### config.mk
export PLATFORM = sky130hd
export DESIGN_NAME = vga_sync_decoder
export DESIGN_NICKNAME = d
export VERILOG_FILES = /design/src/rtl/vga_sync_decoder.sv
export SDC_FILE = /design/constraint.sdc
export NUM_CORES = 1
export LEC_CHECK = 0
export CAP_MARGIN = 20
export CORE_MARGIN = 3
export CORE_UTILIZATION = 30
export CTS_BUF_LIST = sky130_fd_sc_hd__clkbuf_16
export DETAILED_ROUTE_END_ITERATION = 12
export MAX_ROUTING_LAYER = met4
export PLACE_DENSITY = 0.55
export SYNTH_ARGS = -nofsm -noshare
export SYNTH_HDL_FRONTEND = slang
export SYNTH_SLANG_ARGS = --single-unit
### constraint.sdc
create_clock -name clk -period 6.28 [get_ports clk]
set_clock_uncertainty 0.2 [all_clocks]
set_input_delay 0.942 -clock clk [delete_from_list [all_inputs] [get_ports clk]]
set_output_delay 0.942 -clock clk [all_outputs]
set_load 0.01 [all_outputs]
### src/rtl/vga_sync_decoder.sv
// rtl/vga_sync_decoder.sv - VGA sync decoder: recovers pixel/line position and verifies 640x480 timing
//
// Purpose: watches an incoming hsync/vsync pair on the pixel clock, rebuilds
// hcount/vcount from the sync edges, checks line length, frame length and
// both pulse widths, and declares lock after LOCK_FRAMES consecutive good frames.
//
// Ports:
//   clk          pixel clock, the only clock
//   rst          synchronous reset, active-high
//   hsync_in     incoming hsync, synchronous to clk
//   vsync_in     incoming vsync, synchronous to clk
//   hcount       recovered pixel column (656 in the first cycle hsync shows asserted)
//   vcount       recovered line (490 in the first cycle vsync shows asserted)
//   video_on     locked and inside the visible area
//   frame_start  one-cycle pulse at pixel (0,0) while locked
//   locked       timing verified
//   sync_err     one-cycle pulse when lock is lost
//
// Edge events are decoded from the new input sample against the registered
// previous sample, and act on the clock edge that registers the new sample.
// So the first cycle in which the registered hsync reads asserted is the
// "H-edge cycle", and hcount already reads H_VIS+H_FP in it.
module vga_sync_decoder #(
    parameter int H_VIS       = 640,
    parameter int H_FP        = 16,
    parameter int H_PULSE     = 96,
    parameter int H_BP        = 48,
    parameter int V_VIS       = 480,
    parameter int V_FP        = 10,
    parameter int V_PULSE     = 2,
    parameter int V_BP        = 33,
    parameter bit H_POL       = 1'b0,
    parameter bit V_POL       = 1'b0,
    parameter int LOCK_FRAMES = 2
) (
    input  logic       clk,
    input  logic       rst,
    input  logic       hsync_in,
    input  logic       vsync_in,
    output logic [9:0] hcount,
    output logic [9:0] vcount,
    output logic       video_on,
    output logic       frame_start,
    output logic       locked,
    output logic       sync_err
);

    localparam int H_TOTAL  = H_VIS + H_FP + H_PULSE + H_BP;
    localparam int V_TOTAL  = V_VIS + V_FP + V_PULSE + V_BP;
    localparam int LINE_MAX = 2 * H_TOTAL;
    localparam int FRM_MAX  = 2 * V_TOTAL;
    localparam int LW       = $clog2(LINE_MAX + 1);
    localparam int FW       = $clog2(FRM_MAX + 1);

    typedef enum logic [1:0] {
        SEARCH = 2'd0,
        CHECK  = 2'd1,
        LOCKED = 2'd2
    } state_t;

    state_t state, state_next;

    logic          hs_r, vs_r;
    logic [LW-1:0] lcnt;        // clocks since last H-edge, saturating
    logic [LW-1:0] pcnt;        // asserted clocks of current hsync pulse
    logic          to_done;     // timeout already flagged for this gap
    logic          line_armed;  // an H-edge has been seen, line length is checkable
    logic          hp_valid;    // pulse counter started at a real H-edge
    logic [FW-1:0] fcnt;        // H-edges since last V-edge
    logic [FW-1:0] vp;          // H-edges while vsync asserted
    logic          vp_valid;
    logic          frame_bad;   // bad line or bad vsync width inside current frame
    logic [2:0]    gcnt;        // consecutive good frames
    logic [2:0]    gcnt_next;
    logic          err_next;
    logic          enter_search;

    logic hs_now, hs_was, vs_now, vs_was;
    logic h_edge, h_rel, v_edge, v_rel;
    logic line_len_bad, pulse_bad, timeout, bad_line;
    logic vpulse_bad, frame_good;
    logic [FW:0] fcnt_plus;

    assign hs_now = (hsync_in == H_POL);
    assign hs_was = (hs_r == H_POL);
    assign vs_now = (vsync_in == V_POL);
    assign vs_was = (vs_r == V_POL);
    assign h_edge = hs_now && !hs_was;
    assign h_rel  = !hs_now && hs_was;
    assign v_edge = vs_now && !vs_was;
    assign v_rel  = !vs_now && vs_was;

    assign line_len_bad = h_edge && line_armed && (lcnt != LW'(H_TOTAL));
    assign pulse_bad    = h_rel && hp_valid && (pcnt != LW'(H_PULSE));
    assign timeout      = !h_edge && !to_done && (lcnt == LW'(LINE_MAX));
    assign bad_line     = line_len_bad || pulse_bad || timeout;

    // An H-edge landing on the closing V-edge belongs to the closing frame.
    assign fcnt_plus  = {1'b0, fcnt} + (FW+1)'(h_edge);
    assign vpulse_bad = v_rel && vp_valid && (vp != FW'(V_PULSE));
    assign frame_good = !frame_bad && !bad_line && !vpulse_bad
                        && (fcnt_plus == (FW+1)'(V_TOTAL));

    always_comb begin
        state_next   = state;
        gcnt_next    = gcnt;
        err_next     = 1'b0;
        enter_search = 1'b0;
        case (state)
            SEARCH: begin
                if (v_edge) begin
                    gcnt_next  = 3'd0;
                    state_next = CHECK;
                end
            end
            CHECK: begin
                if (v_edge) begin
                    if (frame_good) begin
                        gcnt_next = gcnt + 3'd1;
                        if (gcnt + 3'd1 >= 3'(LOCK_FRAMES)) begin
                            state_next = LOCKED;
                        end
                    end else begin
                        gcnt_next = 3'd0;
                    end
                end
            end
            LOCKED: begin
                // A coincident V-edge is consumed by the loss of lock, not reused.
                if (bad_line || (v_edge && !frame_good)) begin
                    err_next     = 1'b1;
                    enter_search = 1'b1;
                    state_next   = SEARCH;
                end
            end
            default: begin
                state_next   = SEARCH;
                enter_search = 1'b1;
            end
        endcase
    end

    always_ff @(posedge clk) begin
        if (rst) begin
            state      <= SEARCH;
            hs_r       <= H_POL;
            vs_r       <= V_POL;
            hcount     <= '0;
            vcount     <= '0;
            lcnt       <= '0;
            pcnt       <= '0;
            to_done    <= 1'b0;
            line_armed <= 1'b0;
            hp_valid   <= 1'b0;
            fcnt       <= '0;
            vp         <= '0;
            vp_valid   <= 1'b0;
            frame_bad  <= 1'b0;
            gcnt       <= '0;
            locked     <= 1'b0;
            sync_err   <= 1'b0;
        end else begin
            hs_r <= hsync_in;
            vs_r <= vsync_in;

            if (h_edge) begin
                hcount <= 10'(H_VIS + H_FP);
            end else if (hcount == 10'(H_TOTAL - 1)) begin
                hcount <= '0;
            end else begin
                hcount <= hcount + 10'd1;
            end

            if (v_edge) begin
                vcount <= 10'(V_VIS + V_FP);
            end else if (hcount == 10'(H_TOTAL - 1)) begin
                vcount <= (vcount == 10'(V_TOTAL - 1)) ? 10'd0 : vcount + 10'd1;
            end

            if (h_edge) begin
                lcnt <= LW'(1);
            end else if (lcnt != LW'(LINE_MAX)) begin
                lcnt <= lcnt + LW'(1);
            end

            if (h_edge) begin
                to_done <= 1'b0;
            end else if (timeout) begin
                to_done <= 1'b1;
            end

            if (enter_search) begin
                line_armed <= 1'b0;
                hp_valid   <= 1'b0;
            end else if (h_edge) begin
                line_armed <= 1'b1;
                hp_valid   <= 1'b1;
            end

            if (h_edge) begin
                pcnt <= LW'(1);
            end else if (hs_now && hs_was && pcnt != LW'(LINE_MAX)) begin
                pcnt <= pcnt + LW'(1);
            end

            if (v_edge) begin
                fcnt <= '0;
            end else if (h_edge && fcnt != FW'(FRM_MAX)) begin
                fcnt <= fcnt + FW'(1);
            end

            if (v_edge) begin
                vp <= FW'(h_edge);
            end else if (h_edge && vs_now && vp != FW'(FRM_MAX)) begin
                vp <= vp + FW'(1);
            end

            if (enter_search) begin
                vp_valid <= 1'b0;
            end else if (v_edge) begin
                vp_valid <= 1'b1;
            end

            if (v_edge) begin
                frame_bad <= 1'b0;
            end else if (bad_line || vpulse_bad) begin
                frame_bad <= 1'b1;
            end

            state    <= state_next;
            gcnt     <= gcnt_next;
            sync_err <= err_next;
            locked   <= (state_next == LOCKED);
        end
    end

    assign video_on    = locked && (hcount < 10'(H_VIS)) && (vcount < 10'(V_VIS));
    assign frame_start = locked && (hcount == 10'd0) && (vcount == 10'd0);

endmodule
==> qor.txt, run 1 <==
FILL cells - 1293
Clock sink count - 77
Crit path time final - 3.61 ns
Slowest CP cell - clkdlybuf4s50_1
Critical Path End Type - flip-flop
Syn_nets - 473
Post-synth top area share - 0.399
DR WL/cell - 12.6 um
Layout area overhead - 19.5%
Max_slew headroom - 0.358
Setup Buffers After CTS - 0
Synth Warn # - 0
Vias in the first global route - 3078
Area leader, netlist - dfxtp_1
Residual DRC count - 0
Final Hold Viols - 0
Critical path's top delay family - simple AND/OR/NAND/NOR gates
Reg clk slew, reported paths - 0.06 ns
Commonest cells in the netlist - dfxtp_1, nor2_1, nand2_1, a21oi_1, nand3_1
Starting Density - 0.313
TNS Setup - 0 ns
Die W - 119 um
CTS max path bufs - 2
Vias post-DR - 3221
RSZ-0062 raised after global routing - no
Vias per cell - 4.93
Final wirelength - 8210 um
Cell Area, Synth - 0.00386 mm2
Max_cap viols - 0
Port Buffers - 27
Post_cts resized - 0
Non-Filler Instances - 654
Placed Cells - 638
Number of H-tree levels - 3
CP Class - in2reg
Placed Area - 0.00428 mm2
Max Freq - 277 MHz
CORE AREA - 0.0123 mm2
Power Total - 0.00111 W
Yosys cell types - 56
Power Density - 241 mW/mm2
Total gr overflow - 0
Top cells by area, synth - dfxtp_1, nor2_1, xor2_1
Final instance area - 0.00461 mm2
Flip-flop and latch area - 0.00154 mm2
Largest net degree at the start of global routing - 27
I/O Pins - 28
NumNets Final - 502
Area of the multi-input gates - 0.00215 mm2
Final RePlAce weighted congestion - 0.781
Crit-path cells - clkdlybuf4s50_1 > nand2b_1 > clkinv_2 > ha_1 > ha_1 > nor4b_1 > o211ai_1 > nor3_2 > nand4_1 > a211oi_1
CP Max Fanout - 9
Number of synthesized flops with an enable pin - 0
Final Max Tran Viols - 0
Peak VDD IR - 0.129 mV
Crit path top cell by count - ha_1
Number of buffers and inverters on the critical path - 2
Worst slew pin tran - 0.964 ns
Outcome - finished clean
HPWL after DPL - 5920 um
Cells after Synth - 453
CTS buffer count - 9
Primary FF master, synth - dfxtp_1
WP data arrival - 3.65 ns
First-pass GRT wire length - 14300 um
Sequential share of the synthesized area - 0.399
Ys async rst share - 0
Startpoint Class - input port
Final Setup Violations - 0
Share of cells above drive strength 1 - 0.0823
FF+latch count, synth - 77
Antenna viol nets, final - 0
CTS Hold Buffers Added - 0
HP Class - reg2reg
Final worst path period share - 0.574
1st-pass router iterations - 5
Clock root buffer - clkbuf_16
Crit path largest cell delay - 0.55 ns
GRT Total Usage - 0.124
Row count - 40
1st-iter DRT viols - 218
CTS tree - done
Reg2Reg Setup Slack - 3.58 ns
Static leakage - 1.64 nW
Initial antenna violation count - 0
Worst EP required - 6.32 ns
Die height - 119 um
Worst-Skew Late Latency - 0.33 ns
Avg Cell Area, Syn - 8.52 um2
Die ar. - 0.0143 mm2
N_diodes - 0
## final cells by class
class | instances | area share
Tap cell | 168 | 0.0456
Sequential cell | 77 | 0.334
Timing Repair Buffer | 30 | 0.0678
Clock inverter | 6 | 0.0171
Inverter | 24 | 0.0198
Clock buffer | 9 | 0.0488
Multi-Input combinational cell | 340 | 0.467
## registers in the layout (all words and copies together) (netlist names)
register / cells
fcnt: 11
frame_bad: 1
gcnt: 3
hcount: 10
hp_valid: 1
hs_r: 1
lcnt: 11
locked: 1
pcnt: 11
state: 2
sync_err: 1
to_done: 1
vcount: 10
vp: 11
vp_valid: 1
vs_r: 1
## worst register-to-register path, cell delays in order (launching register included)
cell	delay, ns
dfxtp_1	0.33
nand2b_1	0.22
clkinv_2	0.20
ha_1	0.26
ha_1	0.27
nor4b_1	0.29
o211ai_1	0.18
nor3_2	0.26
nand4_1	0.16
a211oi_1	0.24
## report_power, final
part | leakage [nW] | internal, W | switching [W]
Combinational | 0.868 | 0.0000308 | 0.0000365
Sequential | 0.624 | 0.000499 | 0.0000137
Clock | 0.152 | 0.000342 | 0.000189
## per-layer routing
| layer | GRT usage | part of all wire | vias up |
|---|---|---|---|
| met5 | - | 0 | - |
| met3 | 0.0185 | 0.030 | 19 |
| met4 | 0.0709 | 0.028 | 0 |
| met1 | 0.160 | 0.50 | 1505 |
| met2 | 0.185 | 0.44 | 61 |
| li1 | - | - | 1636 |
## cells by family (layout without fill, tap and decap cells)
| kind of cell | count (synthesis) | in the layout | synth area share |
|---|---|---|---|
| compound gates | 64 | 64 | 0.102 |
| buf+inv | 36 | 69 | 0.0428 |
| xor+xnor | 41 | 41 | 0.0931 |
| mux | 1 | 1 | 0.00292 |
| simple gates | 218 | 218 | 0.307 |
| fa+ha+maj | 16 | 16 | 0.0519 |
| flops | 77 | 77 | 0.399 |
## cell usage in the layout, fill, tap and decap left out, types with 2 or more instances in the layout
cell	n
bufinv_16	2
a211oi_1	5
dfxtp_1	77
nand3_1	25
nor2b_1	4
nor4_1	5
nor3b_1	2
buf_4	2
clkbuf_16	9
clkdlybuf4s50_1	27
or2b_2	2
nand2b_1	8
a21oi_1	25
nor2_1	77
and4_1	2
o21ai_0	16
and3_1	9
nor3_2	3
a41oi_1	2
or4_1	3
clkinv_2	4
and3_4	2
inv_1	23
and4bb_2	2
o211ai_1	2
xnor2_1	18
nand3b_1	5
ha_1	16
a221oi_1	3
nor3_1	7
nand4_1	14
or3_1	8
xor2_1	23
nand2_1	28
a31oi_1	4
## worst paths after layout
kind / from / end / cells past startpoint
setup / recovery: hsync_in / locked$_SDFF_PP0_ / 10
hold / removal: to_done$_SDFFE_PP0P_ / to_done$_SDFFE_PP0P_ / 2
setup reg to reg: hs_r$_SDFF_PP0_ / locked$_SDFF_PP0_ / 9
hold reg to reg: to_done$_SDFFE_PP0P_ / to_done$_SDFFE_PP0P_ / 2
## metrics by stage
step	setup WS (ns)	hold WS, ns	util
after global placement	2.46	0.233	0.348
after detailed placement	2.37	0.240	0.348
after floorplan	3.32	0.221	-
after CTS	2.71	0.248	0.372
after global routing	2.46	0.269	0.375
final	2.67	0.247	0.375
Power figures use the tool's default switching activity.
==> inputs of run 2 (changes only) <==
Clock period 6.28 ns to 3.6 ns, I/O delays scaled along.
==> qor.txt, run 2 (synthesized netlist as in run 1, its figures left out) <==
Outcome - finished clean (unchanged)
Max Freq - 346 MHz
Largest net degree at the start of global routing - 24 (was 27)
Post_cts resized - 0 (unchanged)
1st-iter DRT viols - 212 (was 218)
Peak VDD IR - 0.197 mV (was 0.129 mV)
Area of the multi-input gates - 0.00215 mm2 (unchanged)
Setup Buffers After CTS - 0 (unchanged)
Crit path top cell by count - ha_1 (unchanged)
Static leakage - 1.67 nW (was 1.64 nW)
GRT met2 Usage - 0.195 (was 0.185)
Reg2Reg Setup Slack - 1.18 ns (was 3.58 ns)
CTS buffer count - 9 (unchanged)
Placed Cells - 643 (was 638)
Crit path largest cell delay - 0.55 ns (about the same)
I/O Pins - 28 (unchanged)
Power Density - 421 mW/mm2 (was 241 mW/mm2)
Crit path time final - 2.89 ns
FILL cells - 1291 (was 1293)
CTS tree - done (unchanged)
HPWL after DPL - 5910 um (was 5920 um)
Initial antenna violation count - 0 (unchanged)
CTS max path bufs - 2 (unchanged)
GRT Total Usage - 0.124 (about the same)
TNS Setup - 0 ns (unchanged)
CTS Hold Buffers Added - 0 (unchanged)
CORE AREA - 0.0123 mm2 (unchanged)
Worst slew pin tran - 0.542 ns (was 0.964 ns)
Clock sink count - 77 (unchanged)
Flip-flop and latch area - 0.00154 mm2 (unchanged)
WP data arrival - 2.94 ns (was 3.65 ns)
1st-pass router iterations - 4 (was 5)
Power Total - 0.00195 W (was 0.00111 W)
Port Buffers - 27 (unchanged)
DR WL/cell - 12.5 um (was 12.6 um)
Crit-path cells - clkdlybuf4s50_1 > nand2b_1 > clkinv_2 > ha_1 > ha_1 > nor4b_1 > o211ai_1 > nor3_2 > nand4_1 > a211oi_1 (unchanged)
Final worst path period share - 0.803
NumNets Final - 506 (was 502)
Final Max Tran Viols - 0 (unchanged)
Number of buffers and inverters on the critical path - 2 (unchanged)
HP Class - reg2reg (unchanged)
CP Max Fanout - 5 (was 9)
Critical Path End Type - flip-flop (unchanged)
Die height - 119 um (unchanged)
Startpoint Class - input port (unchanged)
Critical path's top delay family - simple AND/OR/NAND/NOR gates (unchanged)
Grt met3 use - 0.0242 (was 0.0185)
Commonest cells after routing, fill and taps aside - nor2_1, dfxtp_1, nand2_1 (unchanged)
CP Class - in2reg (unchanged)
Reg clk slew, reported paths - 0.06 ns (about the same)
Final wirelength - 8220 um (was 8210 um)
Starting Density - 0.313 (unchanged)
Final Setup Violations - 0 (unchanged)
Vias post-DR - 3168 (was 3221)
Worst EP required - 3.65 ns (was 6.32 ns)
Vias per cell - 4.81 (was 4.93)
Max_slew headroom - 0.635 (was 0.358)
N_diodes - 0 (unchanged)
Met1 GRT Util - 0.157 (was 0.160)
Final RePlAce weighted congestion - 0.797 (was 0.781)
Die ar. - 0.0143 mm2 (unchanged)
First-pass GRT wire length - 14400 um (was 14300 um)
Total gr overflow - 0 (unchanged)
Final Hold Viols - 0 (unchanged)
Residual DRC count - 0 (unchanged)
RSZ-0062 raised after global routing - no (unchanged)
Clock root buffer - clkbuf_16 (unchanged)
Non-Filler Instances - 659 (was 654)
Layout area overhead - 19.9% (was 19.5%)
Vias in the first global route - 3067 (was 3078)
Max_cap viols - 0 (unchanged)
Share of cells above drive strength 1 - 0.0896 (was 0.0823)
GR peak layer - met2 (unchanged)
Antenna viol nets, final - 0 (unchanged)
Die W - 119 um (unchanged)
Row count - 40 (unchanged)
Number of H-tree levels - 3 (unchanged)
Worst-Skew Late Latency - 0.33 ns (about the same)
Slowest CP cell - clkdlybuf4s50_1 (unchanged)
-- run 2: changes by cell type in the layout (fill, tap and decap cells not counted), sizes merged --
cell	before	now
buf	3	7
clkinv	5	4
inv	23	25
-- run 2: path summary, 6_finish.rpt --
| check | endpoint | from | cells after the start |
|---|---|---|---|
| worst min-delay path | to_done$_SDFFE_PP0P_ | to_done$_SDFFE_PP0P_ | 2 |
| worst min register to register | to_done$_SDFFE_PP0P_ | to_done$_SDFFE_PP0P_ | 2 |
| worst max register to register | pcnt[9]$_SDFFE_PP0P_ | pcnt[0]$_SDFFE_PP0P_ | 7 |
| worst max-delay path | locked$_SDFF_PP0_ | hsync_in | 10 |
-- run 2: worst min-delay path, delay by kind of cell (launching register included) --
| family | cells | cell delay, ns |
|---|---|---|
| buffers and inverters | 1 | 0.04 |
| AOI/OAI and AO/OA | 1 | 0.05 |
| DFF | 1 | 0.30 |
-- run 2: power breakdown --
group          total [W]  switching, W  leakage (nW)  internal, W
sequential      0.000895     0.0000239         0.624     0.000871
clock           0.000936      0.000338         0.162     0.000598
combinational   0.000117     0.0000634         0.879    0.0000538
-- run 2: stage by stage --
stage | instance area, um2 | setup slack [ns] | hold WS (ns) | utilization
after floorplan | 3860 | 1.05 | 0.221 | -
after global placement | 4320 | 0.420 | 0.230 | 0.351
after detailed placement | 4320 | 0.350 | 0.232 | 0.351
after CTS | 4630 | 0.696 | 0.242 | 0.376
after global routing | 4630 | 0.433 | 0.277 | 0.376
final | 4630 | 0.708 | 0.241 | 0.376
-- run 2: cell type report --
cell class / count / area share
multi-input combinational: 340 / 0.465
sequential: 77 / 0.333
timing repair buffer: 34 / 0.0698
clock buffer: 9 / 0.0487
tap: 168 / 0.0454
inverter: 24 / 0.0197
clock inverter: 7 / 0.0179
-- run 2: metal layers --
layer	part of all wire	wire length (um)
met4	0.015	127
met1	0.49	3990
met5	0	0
met3	0.036	297
met2	0.46	3800
